[src/rtl/hum_actuator_seq.sv]
// rtl/hum_actuator_seq.sv - humidifier/dehumidifier sequencer with debounce, minimum on-time and dead-time
module hum_actuator_seq #(
    parameter int DEBOUNCE  = 4,
    parameter int MIN_ON    = 16,
    parameter int DEAD_TIME = 8
) (
    input  logic       clk,
    input  logic       rst,
    input  logic       tick,
    input  logic       enable,
    input  logic [1:0] status,
    input  logic       clear_fault,
    output logic       humidifier,
    output logic       dehumidifier,
    output logic       fault,
    output logic [2:0] state
);

    typedef enum logic [2:0] {
        ST_DEAD     = 3'd0,
        ST_IDLE     = 3'd1,
        ST_HUM_ON   = 3'd2,
        ST_DEHUM_ON = 3'd3,
        ST_FAULT    = 3'd4
    } state_t;

    localparam logic [7:0] DEB_L  = 8'(DEBOUNCE);
    localparam logic [7:0] MIN_L  = 8'(MIN_ON);
    localparam logic [7:0] DEAD_L = 8'(DEAD_TIME);

    localparam logic [1:0] REQ_HUM   = 2'd1;
    localparam logic [1:0] REQ_DEHUM = 2'd2;
    localparam logic [1:0] SENSOR_ER = 2'd3;

    state_t     state_q, state_d;
    logic [7:0] timer_q;
    logic [7:0] deb_cnt_q;
    logic [1:0] last_status_q;
    logic       humidifier_q, dehumidifier_q, fault_q;
    logic       req_valid;
    logic [1:0] req;

    // The debounced request is only trusted once the sample has held for DEBOUNCE ticks.
    assign req_valid = (deb_cnt_q == DEB_L);
    assign req       = last_status_q;

    // Next-state decision; a sensor error wins over everything, including the minimum on-time.
    always_comb begin
        state_d = state_q;
        if (status == SENSOR_ER) begin
            state_d = ST_FAULT;
        end else begin
            case (state_q)
                ST_DEAD: begin
                    if (timer_q >= DEAD_L) state_d = ST_IDLE;
                end
                ST_IDLE: begin
                    if (enable && req_valid) begin
                        if (req == REQ_HUM)        state_d = ST_HUM_ON;
                        else if (req == REQ_DEHUM) state_d = ST_DEHUM_ON;
                    end
                end
                ST_HUM_ON: begin
                    if ((timer_q >= MIN_L) && (!enable || !req_valid || (req != REQ_HUM)))
                        state_d = ST_DEAD;
                end
                ST_DEHUM_ON: begin
                    if ((timer_q >= MIN_L) && (!enable || !req_valid || (req != REQ_DEHUM)))
                        state_d = ST_DEAD;
                end
                ST_FAULT: begin
                    // status is known not to be a sensor error here
                    if (clear_fault) state_d = ST_DEAD;
                end
                default: state_d = ST_FAULT;
            endcase
        end
    end

    // State register, state timer, debounce and registered drives; reset forces everything off at once.
    always_ff @(posedge clk or posedge rst) begin
        if (rst) begin
            state_q        <= ST_DEAD;
            timer_q        <= 8'd0;
            deb_cnt_q      <= 8'd0;
            last_status_q  <= 2'd0;
            humidifier_q   <= 1'b0;
            dehumidifier_q <= 1'b0;
            fault_q        <= 1'b0;
        end else begin
            state_q        <= state_d;
            humidifier_q   <= (state_d == ST_HUM_ON);
            dehumidifier_q <= (state_d == ST_DEHUM_ON);
            fault_q        <= (state_d == ST_FAULT);

            if (state_d != state_q) begin
                timer_q <= 8'd0;
            end else if (tick && (timer_q != 8'hFF)) begin
                timer_q <= timer_q + 8'd1;
            end

            if (tick) begin
                if (status == last_status_q) begin
                    if (deb_cnt_q < DEB_L) deb_cnt_q <= deb_cnt_q + 8'd1;
                end else begin
                    last_status_q <= status;
                    deb_cnt_q     <= 8'd1;
                end
            end
        end
    end

    assign humidifier   = humidifier_q;
    assign dehumidifier = dehumidifier_q;
    assign fault        = fault_q;
    assign state        = state_q;

endmodule

[config.mk]
export PLATFORM = sky130hd
export DESIGN_NAME = hum_actuator_seq
export DESIGN_NICKNAME = d
export VERILOG_FILES = /design/src/rtl/hum_actuator_seq.sv
export SDC_FILE = /design/constraint.sdc
export NUM_CORES = 1
export LEC_CHECK = 0
export ABC_AREA = 0
export CAP_MARGIN = 20
export CORE_MARGIN = 1.5
export CORE_UTILIZATION = 49
export CTS_CLUSTER_DIAMETER = 120
export DETAILED_ROUTE_END_ITERATION = 12
export HOLD_SLACK_MARGIN = 0.08
export PLACE_DENSITY_LB_ADDON = 0.12
export SYNTH_ARGS = -nofsm -noshare
export SYNTH_HDL_FRONTEND = slang
export SYNTH_SLANG_ARGS = --single-unit
[constraint.sdc]
create_clock -name clk -period 2.38 [get_ports clk]
set_input_delay 0.357 -clock clk [delete_from_list [all_inputs] [get_ports clk]]
set_output_delay 0.357 -clock clk [all_outputs]
set_load 0.05 [all_outputs]
==> flow_summary_export.csv <==
group,metric,value,unit
outcome,outcome,"finished, final reports clean",
setup_path,crit_required,2620,ps
place,place.gp.congestion,0.735,
detailed_routing,drtIter0Drc,11,
yosys,synthFlopType,"dfrtp_1",
sta,hold_viol,0,
power_and_ir_drop,power.total,813,uW
yosys,netlist-cell-type-count,42,
yosys,syn_inst,123,
global_routing,grt_pass1_wl,4080,um
floorplan,die-area,0.00282,mm2
place,post_dp_cell_area,0.00140,mm2
detailed_routing,drt_first_pass_iters,4,
yosys,synthTopCellsByCount,"dfrtp_1 (24), nand2_1 (14), nor2_1 (12)",
clock_network,clock-root-buffer,"clkbuf_4",
worst_hold_path,holdCritPathClass,"in2async",
cells_and_area,area_growth,18.6,%
setup_path,setup.worst_path.end_class,"flop",
place,dp_hpwl,1670,um
place,numPortBuffers,12,
floorplan,fp.coreArea,0.00230,mm2
cells_and_area,num_antenna_cells,0,
yosys,avgSynthCellArea,10.0,um2
yosys,yosysWarnings,0,
detailed_routing,drc,0,
sta,setup_viol,0,
clock_network,hold_buffers,0,
yosys,synth-edff-count,0,
yosys,post-synth-top-count-cell,"dfrtp_1",
setup_path,worstSetupStartpointType,"flop",
sta,skew,5.95,ps
global_routing,grt_pass1_vias,925,
yosys,ys_seq_elements,24,
clock_network,worstSkewPairLatency,310,ps
power_and_ir_drop,p_per_area,557,mW/mm2
power_and_ir_drop,ir_worst_vdd,0.000478,V
sta,finalCritPeriodShare,96.3,%
floorplan,start_util,53.5,%
global_routing,grt_usage,20.2,%
setup_path,worstSetupPathType,"reg2reg",
yosys,yosysTopAreaCell,"dfrtp_1",
sta,slew_viol_final,0,
global_routing,grt_overflow,0,
yosys,synth_top_area_share,48.8,%
clock_network,cts_buffer_depth,2,
sta,fin_crit,2290,ps
global_routing,antenna_found_initial,0,
floorplan,die_h,53.1,um
detailed_routing,vias,955,
sta,maxSlewHeadroom,66.8,%
clock_network,cts-htree-levels,1,
cells_and_area,design_area,0.00146,mm2
detailed_routing,vias_per_cell,5.62,
detailed_routing,finalWirelength,2380,um
clock_network,cts_buffers,3,
clock_network,cts_sinks,24,
detailed_routing,wl_per_cell,14.0,um
yosys,synth_area,0.00123,mm2
clock_network,clk_pin_slew_worst_paths,130,ps
yosys,synth_nets,134,
yosys,synth_area_leaders,"dfrtp_1 (49%), nand2_1 (4.3%), ha_1 (4.1%)",
setup_path,critPathMaxFanout,4,
detailed_routing,final_antenna_net_count,0,
floorplan,io_pins,13,
floorplan,rows,17,
cells_and_area,drive_gt1_share,14.1,%
clock_network,cts_tree,"done",
sta,worst_pin_slew,496,ps
cells_and_area,layout.nets,154,
run,max_cap_viol_count,0,
sta,rsz0062_at_grt,"no",
power_and_ir_drop,p_leak,0.661,nW
floorplan,fp.dieW,53.1,um
sta,fmax,0.436,GHz
yosys,yosysSeqAreaShare,48.8,%
global_routing,grt_max_degree,25,
setup_path,arrival,2540,ps
yosys,ys_async_sr_fraction,100,%
sta,worst_hold_slack,400,ps
-- cells in the final DEF (no fill, tap or decap), drive strengths merged, types with 5 or more instances in the layout --
cell type	count
and2	5
nand2	14
clkdlybuf4s50	12
nor2	12
o21ai	8
dfrtp	24
inv	8
-- what timing repair did --
action                                  4_1_cts  5_1_grt
buffers inserted                              1        0
hold endpoints to repair                      0        0
pin swaps                                     1        1
gates resized for setup                       0        2
gates cloned                                  0        0
endpoints found under the setup margin        3        1
-- per-layer routing --
layer | global-route usage (%) | wire length [um] | vias up
met5 | 0 | 0 | -
met4 | 5.13 | 17 | 0
met3 | 5.08 | 80 | 2
met2 | 35.2 | 1160 | 17
met1 | 24.7 | 1120 | 463
li1 | - | - | 473
-- critical path: stages (launching register included) --
cell	delay, ps
dfrtp_1	400
or4_4	540
or3_4	390
or4b_4	490
a32oi_2	210
nor3b_2	200
-- state kept, by name, indices dropped and copies added, names as in the netlist --
| name | count |
|---|---|
| fault | 1 |
| timer_q | 8 |
| humidifier | 1 |
| deb_cnt_q | 8 |
| dehumidifier | 1 |
| state | 3 |
| last_status_q | 2 |
-- power by group --
part,total [mW],internal (mW),switching (mW)
clock network,0.211,0.0933,0.118
logic,0.141,0.0623,0.0783
registers,0.461,0.433,0.0277
-- stage by stage --
step                instances  util, %  setup TNS (ps)  setup slack, ps
floorplan                 123        -               0              167
global route              170     63.5               0            0.849
finish                    170     63.5               0             87.9
detailed placement        165     61.1           -19.5            -19.5
global placement          165     61.1               0             39.5
CTS                       170     63.0               0             11.3
-- final cells by class --
cell class                 instances  area, um2
fill                             191        838
sequential                        24        601
multi-input combinational         90        607
timing repair buffer              16        150
tap                               28       35.0
inverter                           8       30.0
clock buffer                       4       36.3
-- final timing paths --
path                                          startpoint  slack, ps                  endpoint  cells after the start
worst max register to register  deb_cnt_q[4]$_DFFE_PP0P_         90      humidifier$_DFF_PP0_                      5
min in group clk                deb_cnt_q[4]$_DFFE_PP0P_        520  deb_cnt_q[4]$_DFFE_PP0P_                      1
worst min-delay path                                 rst        400    timer_q[2]$_DFFE_PP0P_                      3
worst min register to register  deb_cnt_q[4]$_DFFE_PP0P_        520  deb_cnt_q[4]$_DFFE_PP0P_                      1
worst max-delay path            deb_cnt_q[4]$_DFFE_PP0P_         90      humidifier$_DFF_PP0_                      5
max in group asynchronous                            rst       1750    timer_q[1]$_DFFE_PP0P_                      3
-- kinds of logic (layout without fill, tap and decap cells) --
kind of cell             after synthesis  after routing  share of synthesized area [%]
AND/OR/NAND/NOR                       55             55                           25.4
flip-flops                            24             24                           48.8
AO/OA/AOI/OAI                         23             23                           12.7
buffers and inverters                  9             28                           2.75
adder cells (fa/ha/maj)                4              4                           4.07
XOR/XNOR                               4              4                           2.85
multiplexers                           4              4                           3.36
No activity file was read; power rests on OpenSTA's default activity.
